[src/rtl/boot_pkg.sv]
// ============================================================================
// boot_pkg : shared state codes, write-size encodings and default constants
// Revision : 1.0
// ============================================================================
`default_nettype none

package boot_pkg;

  typedef logic [2:0] state_t;

  localparam state_t ST_IDLE    = 3'd0;
  localparam state_t ST_LOAD    = 3'd1;
  localparam state_t ST_CHECK   = 3'd2;
  localparam state_t ST_RELEASE = 3'd3;
  localparam state_t ST_RUN     = 3'd4;
  localparam state_t ST_ERROR   = 3'd5;

  localparam logic [1:0] WS_BYTE = 2'd0;
  localparam logic [1:0] WS_HALF = 2'd1;
  localparam logic [1:0] WS_WORD = 2'd2;

  localparam logic [31:0] DEFAULT_START_ADDR = 32'h8000_0000;
  localparam int          DEFAULT_MEM_SIZE   = 8192;

endpackage

`default_nettype wire

[src/rtl/boot_loader_ctrl.sv]
// ============================================================================
// boot_loader_ctrl : streams a program image into memory with read-back
//                    verify, then hands the memory port to the CPU.
// Revision : 1.0
// ============================================================================
`default_nettype none

module boot_loader_ctrl
  import boot_pkg::*;
#(
  parameter logic [31:0] START_ADDR = DEFAULT_START_ADDR,
  parameter int          MEM_SIZE   = DEFAULT_MEM_SIZE,
  parameter int          RESET_HOLD = 2
) (
  input  logic        clk,
  input  logic        reset_n,
  input  logic        start,
  input  logic        byte_valid,
  input  logic [7:0]  byte_data,
  input  logic        byte_last,
  output logic        byte_ready,
  output logic [31:0] mem_addr,
  output logic        mem_we,
  output logic [1:0]  mem_write_size,
  output logic [31:0] mem_wd,
  input  logic [31:0] mem_rd,
  output logic        sel_cpu,
  output logic        cpu_reset,
  output logic        busy,
  output logic        done,
  output logic        error,
  output logic        truncated,
  output logic [31:0] byte_count,
  output logic [31:0] error_addr
);

  localparam logic [31:0] MEM_LAST  = 32'(MEM_SIZE - 1);
  localparam logic [31:0] HOLD_LAST = 32'(RESET_HOLD - 1);

  state_t      state;
  state_t      state_nxt;
  logic [7:0]  lat_byte;
  logic        lat_last;
  logic [31:0] hold_cnt;
  logic        rd_mismatch;
  logic        count_full;
  logic        unused_rd;

  assign rd_mismatch = (mem_rd[7:0] != lat_byte);
  assign count_full  = (byte_count == MEM_LAST);
  assign unused_rd   = ^mem_rd[31:8];

  // byte_ready is a registered decode of LOAD, so gating with it keeps
  // the write strobe free of state-decode glitches.
  assign mem_we         = byte_ready & byte_valid;
  assign mem_wd         = byte_ready ? {24'h0, byte_data} : 32'h0;
  assign mem_write_size = WS_BYTE;

  always_comb begin
    state_nxt = state;
    case (state)
      ST_IDLE:    if (start) state_nxt = ST_LOAD;
      ST_LOAD:    if (byte_valid) state_nxt = ST_CHECK;
      ST_CHECK: begin
        if (rd_mismatch)                  state_nxt = ST_ERROR;
        else if (lat_last || count_full)  state_nxt = ST_RELEASE;
        else                              state_nxt = ST_LOAD;
      end
      ST_RELEASE: if (hold_cnt == HOLD_LAST) state_nxt = ST_RUN;
      ST_RUN:     state_nxt = ST_RUN;
      ST_ERROR:   state_nxt = ST_ERROR;
      default:    state_nxt = ST_IDLE;
    endcase
  end

  always_ff @(posedge clk or negedge reset_n) begin
    if (!reset_n) begin
      state      <= ST_IDLE;
      byte_ready <= 1'b0;
      busy       <= 1'b0;
      sel_cpu    <= 1'b0;
      cpu_reset  <= 1'b1;
      done       <= 1'b0;
      error      <= 1'b0;
      truncated  <= 1'b0;
      byte_count <= 32'h0;
      mem_addr   <= START_ADDR;
      error_addr <= 32'h0;
      lat_byte   <= 8'h0;
      lat_last   <= 1'b0;
      hold_cnt   <= 32'h0;
    end else begin
      state      <= state_nxt;
      // Status flags are registered from the next state to stay glitch-free.
      byte_ready <= (state_nxt == ST_LOAD);
      busy       <= (state_nxt == ST_LOAD) || (state_nxt == ST_CHECK) ||
                    (state_nxt == ST_RELEASE);
      sel_cpu    <= (state_nxt == ST_RELEASE) || (state_nxt == ST_RUN);
      cpu_reset  <= (state_nxt != ST_RUN);
      done       <= (state_nxt == ST_RUN);
      error      <= (state_nxt == ST_ERROR);
      hold_cnt   <= (state == ST_RELEASE) ? hold_cnt + 32'd1 : 32'h0;

      if (state == ST_IDLE && start) begin
        byte_count <= 32'h0;
        mem_addr   <= START_ADDR;
        truncated  <= 1'b0;
      end

      if (state == ST_LOAD && byte_valid) begin
        lat_byte <= byte_data;
        lat_last <= byte_last;
      end

      if (state == ST_CHECK) begin
        if (rd_mismatch) begin
          error_addr <= mem_addr;
        end else begin
          byte_count <= byte_count + 32'd1;
          mem_addr   <= mem_addr + 32'd1;
          if (!lat_last && count_full) truncated <= 1'b1;
        end
      end
    end
  end

endmodule

`default_nettype wire

[config.mk]
export PLATFORM = sky130hd
export DESIGN_NAME = boot_loader_ctrl
export DESIGN_NICKNAME = d
export VERILOG_FILES = /design/src/rtl/boot_pkg.sv /design/src/rtl/boot_loader_ctrl.sv
export SDC_FILE = /design/constraint.sdc
export NUM_CORES = 1
export LEC_CHECK = 0
export CORE_MARGIN = 2
export CORE_UTILIZATION = 54
export CTS_CLUSTER_SIZE = 10
export DETAILED_ROUTE_END_ITERATION = 10
export GPL_ROUTABILITY_DRIVEN = 0
export PLACE_DENSITY_LB_ADDON = 0.2
export SLEW_MARGIN = 20
export SYNTH_ARGS = -nofsm -noshare
export SYNTH_HDL_FRONTEND = slang
export SYNTH_SLANG_ARGS = --single-unit
export TNS_END_PERCENT = 1
[constraint.sdc]
create_clock -name clk -period 5.35 [get_ports clk]
set_input_delay 1.07 -clock clk [delete_from_list [all_inputs] [get_ports clk]]
set_output_delay 1.07 -clock clk [all_outputs]
set_load 0.01 [all_outputs]
# Yosys cells after proc, flatten, opt, wreduce, memory -nomap -nowiden
# Cells that the tools add are included.
dict set report totals {
  reg_bits 147
  input_bits 45
  elab_cells 60
}
dict set report classes {
  mux 18
  n_reduce_logical 10
  n_bitwise 1
  add_sub_neg 3
  eq_ne 14
}
# cell n
set ops {}
lappend ops {{$mux 32} 7}
lappend ops {{$add 32x1->32 const B} 3}
lappend ops {{$eq 32x1->1 const B} 1}
lappend ops {{$eq 32x13->1 const B} 1}
lappend ops {{$pmux 3 s6} 1}
lappend ops {{$eq 3x2->1 const B} 4}
lappend ops {{$eq 3x3->1 const B} 4}
lappend ops {{$mux 3} 4}
lappend ops {{$mux 8} 1}
lappend ops {{$ne 8x8->1} 1}
lappend ops {{$eq 3x1->1 const B} 2}
lappend ops {{$logic_or 1x1->1} 4}
lappend ops {{$mux 1} 4}
lappend ops {{$logic_and 1x1->1} 3}
lappend ops {{$logic_not 3->1} 1}
lappend ops {{$ne 3x3->1 const B} 1}
lappend ops {{$mux 2} 1}
lappend ops {{$reduce_and 2->1} 1}
lappend ops {{$and 1x1->1} 1}
lappend ops {{$logic_not 1->1} 1}

# Depth between registers and ports, before layout
# Gate-level depths: netlist of the first run.
dict set report logic_depth {
  depth_word 8
  ltp_mapped 8
}

# Worst setup path before layout of the first run
# Ideal clock, no wire load.
dict set report synth_path {
  kind {input -> register}
  from {in mem_rd[0]}
  to {reg byte_count[12]}
  stages 8
  setup_slack_ps 2593
  setup_time_ps 140
  t_arrival_ps 2617
  t_required_ps 5210
  cell_sequence {xnor2_1 -> and4_1 -> clkbuf_1 -> nand3_1 -> clkbuf_1 -> clkbuf_1 -> o311ai_0 -> o41ai_1}
}
dict set report synth_between {
  elab_chain_len 3
}
# element line_no
set synth_rtl {}
lappend synth_rtl {{start, declared} boot_loader_ctrl.sv:26} ;# input logic [31:0] mem_rd,
lappend synth_rtl {{$ne 8x8->1} boot_loader_ctrl.sv:49} ;# assign rd_mismatch = (mem_rd[7:0] != lat_byte);
lappend synth_rtl {{$mux 32} boot_loader_ctrl.sv:116} ;# if (rd_mismatch) begin
lappend synth_rtl {{$mux 32} boot_loader_ctrl.sv:115} ;# if (state == ST_CHECK) begin
lappend synth_rtl {{end signal, assigned} boot_loader_ctrl.sv:119} ;# byte_count <= byte_count + 32'd1;
lappend synth_rtl {{end, declared} boot_loader_ctrl.sv:33} ;# output logic [31:0] byte_count,
# Every way passes these cells.
# A chain may end at the register's enable or synchronous reset.

# Final worst setup path of the first run
dict set report layout_path {
  from {in byte_valid}
  to {out mem_we}
}
dict set report layout_between {
  elab_chain_len 1
}
# element line_no
set layout_rtl {}
lappend layout_rtl {{start, declared} boot_loader_ctrl.sv:18} ;# input logic byte_valid,
lappend layout_rtl {{$and 1x1->1} boot_loader_ctrl.sv:55} ;# assign mem_we = byte_ready & byte_valid;
lappend layout_rtl {{end, declared} boot_loader_ctrl.sv:23} ;# output logic mem_we,
# Every way passes these cells.

==> summary.md, run 1 <==
| Metric | Value |
|---|---|
| Status | finished clean |
| # setup viols final | 0 |
| Final Skew | 6.95 ps |
| Dpl cells | 1,071 |
| FILL cells | 1,005 |
| Seq cells post-synth | 147 |
| Crit share post-route | 0.625 |
| RSZ-0062 raised after global routing | false |
| Worst-Margin Slew | 881 ps |
| R2R depth | 5 |
| CP Data Required Time | 4280 ps |
| Hold Crit Start | error_addr[17] |
| Core Rows | 42 |
| Worst setup margin | 2010 ps |
| Commonest non-fill, non-tap cells in the layout | 158 x nand2_1, 145 x dfrtp_1, 131 x clkdlybuf4s50_1 |
| Post-route insts no fill | 1,104 |
| Largest net degree at the start of global routing | 110 |
| CTS root buffer | clkbuf_16 |
| Seq. cell area | 0.00368 mm² |
| Slew Limit Headroom | 0.412 |
| Final hold viol count | 0 |
| Clock Tree Buf Depth | 2 |
| Clk Latency, worst-skew pair | 430 ps |
| Initial antenna violation count | 0 |
| Drt first-iter violations | 546 |
| Total I/O pin count | 183 |
| Overflow after GRT | 0 |
| Max H-tree Level | 4 |
| TritonCTS buffer count | 17 |
| Reg-to-reg critical path startpoint | byte_count[3] |
| # Post-CTS Setup Buffers | 0 |
| Mapped Cells | 794 |
| Critical Path Start | byte_valid |
| Hold depth | 2 |
| Vias | 6,472 |
| CTS Hold Bufs | 0 |
| Global-route wire length before repair | 31,200 µm |
| Core footprint | 0.0133 mm² |
| Share of post-route cells with drive strength above 1 | 0.0776 |
| P&R area growth vs syn | 27.9% |
| Crit path time final | 3340 ps |
| Clock transition at the registers of the reported paths | 60 ps |
| Clock sinks | 147 |
| GRT Util Overall | 0.270 |
| Commonest register cell after synthesis | dfrtp_1 |
| Synth cell types | 55 |
| FFs w/ async S/R, synth | 1.00 |
| CTS resizes | 0 |
| Commonest non-fill, non-tap cell in the layout | nand2_1 |
| DR pass1 iterations | 5 |
| Worst r2r dst | byte_count[21] |
| Die area | 0.0147 mm² |
| Fmax | 0.299 GHz |
| Warnings from Yosys | 0 |
| Final nets | 964 |
| Worst Path Max Fanout | 3 |
| Final wirelength | 19,000 µm |
| DRC viols | 0 |
| Worst VDD drop | 0.223 mV |
| TNS Setup | 0 ps |
| DP Worst Slack | 1760 ps |
| Number of synthesized flops with an enable pin | 0 |
| R2R Setup Slk | 2700 ps |
| Hold Crit Class | register to register |
| Drt wl/cell | 17.3 µm |
| Vias/cell | 5.86 |
| Starting density of the core | 0.557 |
| Dpl hpwl | 12,800 µm |
| Synthesized area per cell | 9.36 µm² |
| IO Port Bufs | 132 |
| Seq/Total Area, Yosys | 0.495 |
| Slew Viols, Final | 0 |
| Kind of critical path | input port to output port |
| Multi-input logic area | 0.00345 mm² |
| ANT nets after route | 0 |
| Cell Area, Synth | 0.00743 mm² |
| N_diodes | 0 |
| CP Launch Type | input port |
| Crit path capture type | output port |
| Leak pwr | 4.10 nW |
| CTS tree | built |
| Chip height | 121 µm |
| Hold endpoint | error_addr[17] |
| CP arrival | 2270 ps |
| Chip Width | 121 µm |
| P per Cell Area | 334 mW/mm² |
| Maxcap violations | 0 |
| Vias in the first global route | 6,348 |
-- cells in the mapped netlist (11+ instances only) --
cell type | n | area [µm²]
a21oi_1 | 19 | 95.1
and2_1 | 15 | 93.8
and4_1 | 11 | 96.3
buf_4 | 27 | 203
clkbuf_1 | 32 | 120
dfrtp_1 | 145 | 3630
inv_1 | 19 | 71.3
mux2i_1 | 21 | 210
nand2_1 | 158 | 593
nand3_1 | 40 | 200
nand4_1 | 30 | 188
nor2_1 | 55 | 206
nor3_1 | 15 | 75.1
nor4_1 | 26 | 163
o21ai_0 | 12 | 60.1
or4_1 | 16 | 120
xnor2_1 | 33 | 289
-- flip-flops by register name (all words and copies together), names as in the netlist, 3 cells and up --
| signal | count |
|---|---|
| lat_byte | 8 |
| state | 3 |
| error_addr | 32 |
| byte_count | 32 |
| mem_addr | 32 |
| hold_cnt | 32 |
-- critical path: stages --
cell,delay [ps]
clkdlybuf4s50_1,520
and2_1,140
clkdlybuf4s50_1,540
-- layout make-up --
type / count / area share
sequential: 147 / 0.387
multi-input combinational: 589 / 0.363
timing repair buffer: 141 / 0.147
clock buffer: 21 / 0.0474
clock inverter: 11 / 0.0242
tap: 176 / 0.0232
inverter: 19 / 0.00751
-- per-layer routing --
metal,wire length (µm),up-vias,GRT usage
li1,-,3001,-
met1,7910,3130,0.354
met2,9120,299,0.425
met3,1450,42,0.0630
met4,568,0,0.128
met5,0,-,0
-- how the worst max path moves through the flow --
stage	endpoint	slack, ps
3_3_place_gp	byte_count[19]	1830
3_5_place_dp	byte_count[21]	1760
5_1_grt	mem_we	1950
6_report	mem_we	2010
4_1_cts	mem_we	2020
2_1_floorplan	byte_count[12]	2590
-- kinds of logic (layout without fill, tap and decap cells) --
family	after synthesis	count (layout)	synth area share
multiplexers	30	30	0.0419
other	1	26	0.000505
flip-flops	147	147	0.495
buffers and inverters	83	192	0.0564
XOR/XNOR	40	40	0.0472
AND/OR/NAND/NOR	406	406	0.274
AO/OA/AOI/OAI	83	83	0.0776
adder cells (fa/ha/maj)	4	4	0.00674
-- metrics by stage --
| step | cell area (µm²) | hold WS (ps) | power (mW) | util |
|---|---|---|---|---|
| after floorplan | 7520 | 449 | 1.58 | - |
| after global placement | 8800 | 457 | 1.77 | 0.659 |
| after detailed placement | 8800 | 461 | 1.79 | 0.659 |
| after CTS | 9480 | 476 | 3.18 | 0.710 |
| after global routing | 9500 | 497 | 3.29 | 0.712 |
| final | 9500 | 472 | 3.17 | 0.712 |
-- power by group --
group          switching (mW)  leakage, nW  internal (mW)
Clock                   0.455        0.335          0.930
Sequential             0.0622         2.02           1.19
Combinational           0.323         1.75          0.214
No activity file was read; power rests on OpenSTA's default activity.
==> inputs of run 2 (changes only) <==
--- a/config.mk
+++ b/config.mk
@@ -6,7 +6,7 @@
 export NUM_CORES = 1
 export LEC_CHECK = 0
 export CORE_MARGIN = 2
-export CORE_UTILIZATION = 54
+export CORE_UTILIZATION = 50
 export CTS_CLUSTER_SIZE = 10
 export DETAILED_ROUTE_END_ITERATION = 10
 export GPL_ROUTABILITY_DRIVEN = 0
==> constraint.sdc (replaced) <==
create_clock -name clk -period 3.1 [get_ports clk]
set_input_delay 0.62 -clock clk [delete_from_list [all_inputs] [get_ports clk]]
set_output_delay 0.62 -clock clk [all_outputs]
set_load 0.01 [all_outputs]
==> summary.md, run 2 (same netlist as run 1, synthesis figures left out) <==
| Metric | Value |
|---|---|
| CP Launch Type | input port |
| Commonest non-fill, non-tap cells in the layout | 158 x nand2_1, 145 x dfrtp_1, 131 x clkdlybuf4s50_1 |
| Worst Path Max Fanout | 3 (unchanged) |
| P&R area growth vs syn | 27.9% (about the same) |
| Multi-input logic area | 0.00344 mm² (-0.25%) |
| CP Data Required Time | 2480 ps (-1800 ps) |
| Global-route track usage on met2 | 0.388 (-0.0368) |
| CP arrival | 1850 ps (-420 ps) |
| CTS resizes | 0 (unchanged) |
| Clock sinks | 147 (unchanged) |
| Combinational Power Share | 0.189 (+0.020) |
| Switching Fraction | 0.279 (+0.0143) |
| Max H-tree Level | 4 (unchanged) |
| Dpl hpwl | 13,300 µm (+3.5%) |
| Vias/cell | 5.77 (-1.6%) |
| Drt wl/cell | 16.8 µm (-2.7%) |
| Vias | 6,490 (+0.28%) |
| Crit path capture type | output port |
| Fmax | 0.405 GHz |
| Crit share post-route | 0.797 |
| Share of post-route cells with drive strength above 1 | 0.0861 (+0.00849) |
| Tot Pwr | 5.16 mW (+63%) |
| CTS Hold Bufs | 0 (unchanged) |
| Seq. cell area | 0.00368 mm² (unchanged) |
| # Post-CTS Setup Buffers | 0 (unchanged) |
| CTS root buffer | clkbuf_16 |
| Largest net degree at the start of global routing | 79 (-28%) |
| Chip height | 126 µm (+3.8%) |
| Status | finished clean |
| Net Sw Power | 1.44 mW (+72%) |
| Drt first-iter violations | 483 (-12%) |
| P per Cell Area | 543 mW/mm² (+63%) |
| Clock power share | 0.394 (-0.043) |
| FILL cells | 1,156 (+15%) |
| Maxcap violations | 0 (unchanged) |
| Core Rows | 44 (+4.8%) |
| Slew Limit Headroom | 0.525 (+0.113) |
| Chip Width | 126 µm (+3.8%) |
| Clock Tree Buf Depth | 2 (unchanged) |
| Leak pwr | 4.11 nW (+0.15%) |
| ANT nets after route | 0 (unchanged) |
| Reg power frac | 0.418 (+0.024) |
| CTS tree | built |
| Top Usage Layer GRT | met2 |
| Worst-Margin Slew | 707 ps (-175 ps) |
| Slew Viols, Final | 0 (unchanged) |
| Starting density of the core | 0.511 (-0.0454) |
| Met1 Use GR | 0.321 (-0.0325) |
| Core footprint | 0.0145 mm² (+8.9%) |
| GRT Util Overall | 0.245 (-0.0246) |
| Clock transition at the registers of the reported paths | 60 ps (about the same) |
| RSZ-0062 raised after global routing | false |
| Met3 Resource Use GR | 0.0599 (-0.00307) |
| # setup viols final | 0 (unchanged) |
| Overflow after GRT | 0 (unchanged) |
| IO Port Bufs | 132 (unchanged) |
| Commonest non-fill, non-tap cell in the layout | nand2_1 |
| Final hold viol count | 0 (unchanged) |
| Total I/O pin count | 183 (unchanged) |
| Final nets | 977 (+1.3%) |
| N_diodes | 0 (unchanged) |
| Final wirelength | 18,900 µm (-0.87%) |
| Die area | 0.0159 mm² (+7.7%) |
| Kind of critical path | input port to output port |
| Final Skew | 6.61 ps (-0.340 ps) |
| Initial antenna violation count | 0 (unchanged) |
| DR pass1 iterations | 5 (unchanged) |
| Hold Crit Class | input port to asynchronous set/reset pin |
| Worst VDD drop | 0.372 mV (+67%) |
| TNS Setup | 0 ps (unchanged) |
| Vias in the first global route | 6,339 (-0.14%) |
| DRC viols | 0 (unchanged) |
| TritonCTS buffer count | 17 (unchanged) |
| Cell Int Power | 3.72 mW (+60%) |
| Clk Latency, worst-skew pair | 430 ps (about the same) |
| Crit path time final | 2470 ps |
| Global-route wire length before repair | 31,600 µm (+1.2%) |
==> run 2: routing by layer <==
| layer | share of wire | vias to the layer above |
|---|---|---|
| li1 | - | 3022 |
| met1 | 0.44 | 3163 |
| met2 | 0.47 | 261 |
| met3 | 0.064 | 44 |
| met4 | 0.031 | 0 |
| met5 | 0 | - |
==> run 2: worst max-delay path, stage by stage <==
cell and delay, ps:
clkdlybuf4s50_1 550, and2_1 150, clkdlybuf4s50_1 530
==> run 2: layout make-up <==
type                            count  area share
Timing Repair Buffer              154       0.158
Tap cell                          184      0.0242
Clock buffer                       28      0.0533
Inverter                           19     0.00750
Clock inverter                      4     0.00763
Sequential cell                   147       0.387
Multi-Input combinational cell    589       0.362
==> run 2: per-stage QoR <==
step | instances | instance area [µm²] | setup WS (ps) | utilization | hold slack [ps]
4_1_cts | 1125 | 9510 | 635 | 0.654 | 252
2_1_floorplan | 819 | 7520 | 793 | - | 324
5_1_grt | 1125 | 9510 | 570 | 0.654 | 283
6_report | 1125 | 9510 | 630 | 0.654 | 232
3_5_place_dp | 1093 | 8930 | 419 | 0.614 | 462
3_3_place_gp | 1093 | 8930 | 481 | 0.614 | 457
==> run 2: final timing paths <==
path                            cells past startpoint             end           start  slack, ps
max in group asynchronous                           2   byte_count[8]         reset_n       2110
min in group clk                                    2  error_addr[22]  error_addr[22]        470
worst min-delay path                                1  error_addr[23]         reset_n        230
worst max-delay path                                3          mem_we      byte_valid        630
worst max register to register                      6  byte_count[22]   byte_count[0]        700
worst min register to register                      2  error_addr[22]  error_addr[22]        470
==> run 2: power by group through the flow <==
stage                     Clock, mW  Sequential, mW  Combinational (mW)
after floorplan                   0            2.17               0.558
after CTS                      2.06            2.16               0.980
after global placement            0            2.18               0.948
after global routing           2.13            2.18                1.07
final                          2.03            2.16               0.973
after detailed placement          0            2.19               0.971
==> inputs of run 3 (changes only) <==
==> constraint.sdc (replaced) <==
create_clock -name clk -period 2.6 [get_ports clk]
set_input_delay 0.52 -clock clk [delete_from_list [all_inputs] [get_ports clk]]
set_output_delay 0.52 -clock clk [all_outputs]
set_load 0.01 [all_outputs]
==> summary.md, run 3 (same netlist as run 1, synthesis figures left out) <==
| Metric | Value |
|---|---|
| Status | finished clean |
| P&R area growth vs syn | 30.2% |
| Clk Latency, worst-skew pair | 430 ps (about the same) |
| Max H-tree Level | 4 (unchanged) |
| Chip height | 126 µm (unchanged) |
| Die area | 0.0159 mm² (unchanged) |
| Worst path max stage delay | 520 ps (-30 ps) |
| Chip Width | 126 µm (unchanged) |
| DR pass1 iterations | 5 (unchanged) |
| Non-Filler Cell Area, Final | 0.00967 mm² (+1.8%) |
| TritonCTS buffer count | 17 (unchanged) |
| CTS root buffer | clkbuf_16 |
| Final Skew | 12.2 ps (+5.60 ps) |
| Overflow after GRT | 0 (unchanged) |
| Global-route wire length before repair | 31,600 µm (-0.15%) |
| Vias/cell | 5.79 (+0.33%) |
| Fmax | 0.419 GHz |
| CTS tree | built |
| Hold Crit Class | input port to asynchronous set/reset pin |
| TNS Setup | 0 ps (unchanged) |
| R2R Setup Slk | 210 ps (-490 ps) |
| Drt first-iter violations | 584 (+21%) |
| Final hold viol count | 0 (unchanged) |
| Reg-to-reg critical path startpoint | byte_count[0] |
| Share of post-route cells with drive strength above 1 | 0.0988 (+0.0128) |
| Clock sinks | 147 (unchanged) |
| Kind of critical path | register to register |
| Post-route insts no fill | 1,135 (+0.89%) |
| CP Launch Type | register |
| Clock transition at the registers of the reported paths | 60 ps (about the same) |
| RSZ-0062 raised after global routing | false |
| # Post-CTS Setup Buffers | 0 (unchanged) |
| Most used cell, CP | nand4_1 |
| # setup viols final | 0 (unchanged) |
| Crit path capture type | register |
| Core Rows | 44 (unchanged) |
| Drt wl/cell | 16.7 µm (-0.21%) |
| Cell area after placement | 0.00904 mm² (+1.3%) |
| Critical Path Stages | 6 (+3) |
| Critical Path End | byte_count[26] |
| Critical-path cell list | ha_1, nand4_1, nor4_1, nand4_1, or4_1, nand3_1 |
| Final wirelength | 19,000 µm (+0.67%) |
| ANT nets after route | 0 (unchanged) |
| Slew Viols, Final | 0 (unchanged) |
| Vias in the first global route | 6,328 (-0.17%) |
| R2R depth | 6 (unchanged) |
| Crit path max-delay cell type | nor4_1 |
| Crit path time final | 2390 ps |
| Worst VDD drop | 0.484 mV (+30%) |
| Leak pwr | 4.20 nW (+2.3%) |
| Critical Path Start | byte_count[0] |
| Worst r2r dst | byte_count[26] |
| IO Port Bufs | 132 (unchanged) |
| Largest net degree at the start of global routing | 65 (-18%) |
| Commonest non-fill, non-tap cell in the layout | nand2_1 |
| CTS resizes | 0 (unchanged) |
| CTS Hold Bufs | 0 (unchanged) |
| Starting density of the core | 0.511 (unchanged) |
| Initial antenna violation count | 0 (unchanged) |
| Crit share post-route | 0.919 |
| DRC viols | 0 (unchanged) |
| GRT Util Overall | 0.244 (-0.000980) |
| Buf/Inv on CP | 0 (-2) |
| Final nets | 987 (+1.0%) |
| Worst Path Max Fanout | 6 (+3) |
| Core footprint | 0.0145 mm² (unchanged) |
| Commonest non-fill, non-tap cells in the layout | 158 x nand2_1, 145 x dfrtp_1, 131 x clkdlybuf4s50_1 |
| Slew Limit Headroom | 0.624 (+0.0990) |
| P per Cell Area | 664 mW/mm² (+22%) |
| Total I/O pin count | 183 (unchanged) |
| CP Data Required Time | 2960 ps (+480 ps) |
| Post-layout util | 0.666 (+0.0115) |
| Worst-Margin Slew | 559 ps (-148 ps) |
| Dpl cells | 1,103 (+0.91%) |
| Maxcap violations | 0 (unchanged) |
| CP arrival | 2750 ps (+900 ps) |
| Clock Tree Buf Depth | 2 (unchanged) |
| FILL cells | 1,129 (-2.3%) |
| Cell family with most CP delay | simple AND/OR/NAND/NOR gates |
| Dpl hpwl | 13,200 µm (-0.38%) |
| N_diodes | 0 (unchanged) |
| Vias | 6,569 (+1.2%) |
## run 3: cell count changes in the layout (fill, tap and decap cells not counted)
cell,previous run,this run
bufinv_16,2,5
clkbuf_1,7,4
clkbuf_8,4,1
clkinv_2,1,3
buf_4,21,28
buf_12,1,4
clkinvlp_4,1,2
## run 3: worst reg2reg max path: stages (launching register included)
cell and delay (ps):
dfrtp_1 440, ha_1 300, nand4_1 180, nor4_1 530
nand4_1 290, or4_1 490, nand3_1 110
## run 3: area by class of cell
class / count / area (µm²) / share of cell area
well taps: 184 / 230 / 0.0238
flip-flops and latches: 147 / 3680 / 0.381
clock inverters: 10 / 180 / 0.0186
multi-input cells: 589 / 3440 / 0.356
clock buffers: 22 / 454 / 0.0470
inverters: 19 / 71.3 / 0.00737
repair buffers: 164 / 1610 / 0.167
## run 3: layer usage
metal	up-vias	part of all wire	global-route usage
met1	3230	0.44	0.333
met2	277	0.48	0.385
li1	3036	-	-
met4	0	0.015	0.0724
met3	26	0.073	0.0671
met5	-	0	0
## run 3: metrics by stage
| stage | setup slack (ps) | power, mW | hold WS, ps |
|---|---|---|---|
| after floorplan | 393 | 3.25 | 224 |
| after detailed placement | 77.3 | 3.81 | 462 |
| final | 211 | 6.42 | 73.8 |
| after global routing | 99.2 | 6.71 | 112 |
| after global placement | 111 | 3.78 | 456 |
| after CTS | 250 | 6.47 | 89.3 |
## run 3: worst min path at each step
stage,startpoint,to,slack (ps),depth (start not counted)
floorplan,reset_n,busy,220,0
global placement,error_addr[9],error_addr[9],460,2
detailed placement,error_addr[3],error_addr[3],460,2
CTS,reset_n,error_addr[30],90,1
global route,reset_n,error_addr[29],110,1
finish,reset_n,error_addr[8],70,1
## run 3: power breakdown
| part | switching (mW) | internal (mW) |
|---|---|---|
| sequential | 0.137 | 2.44 |
| combinational | 0.675 | 0.517 |
| clock | 0.929 | 1.72 |
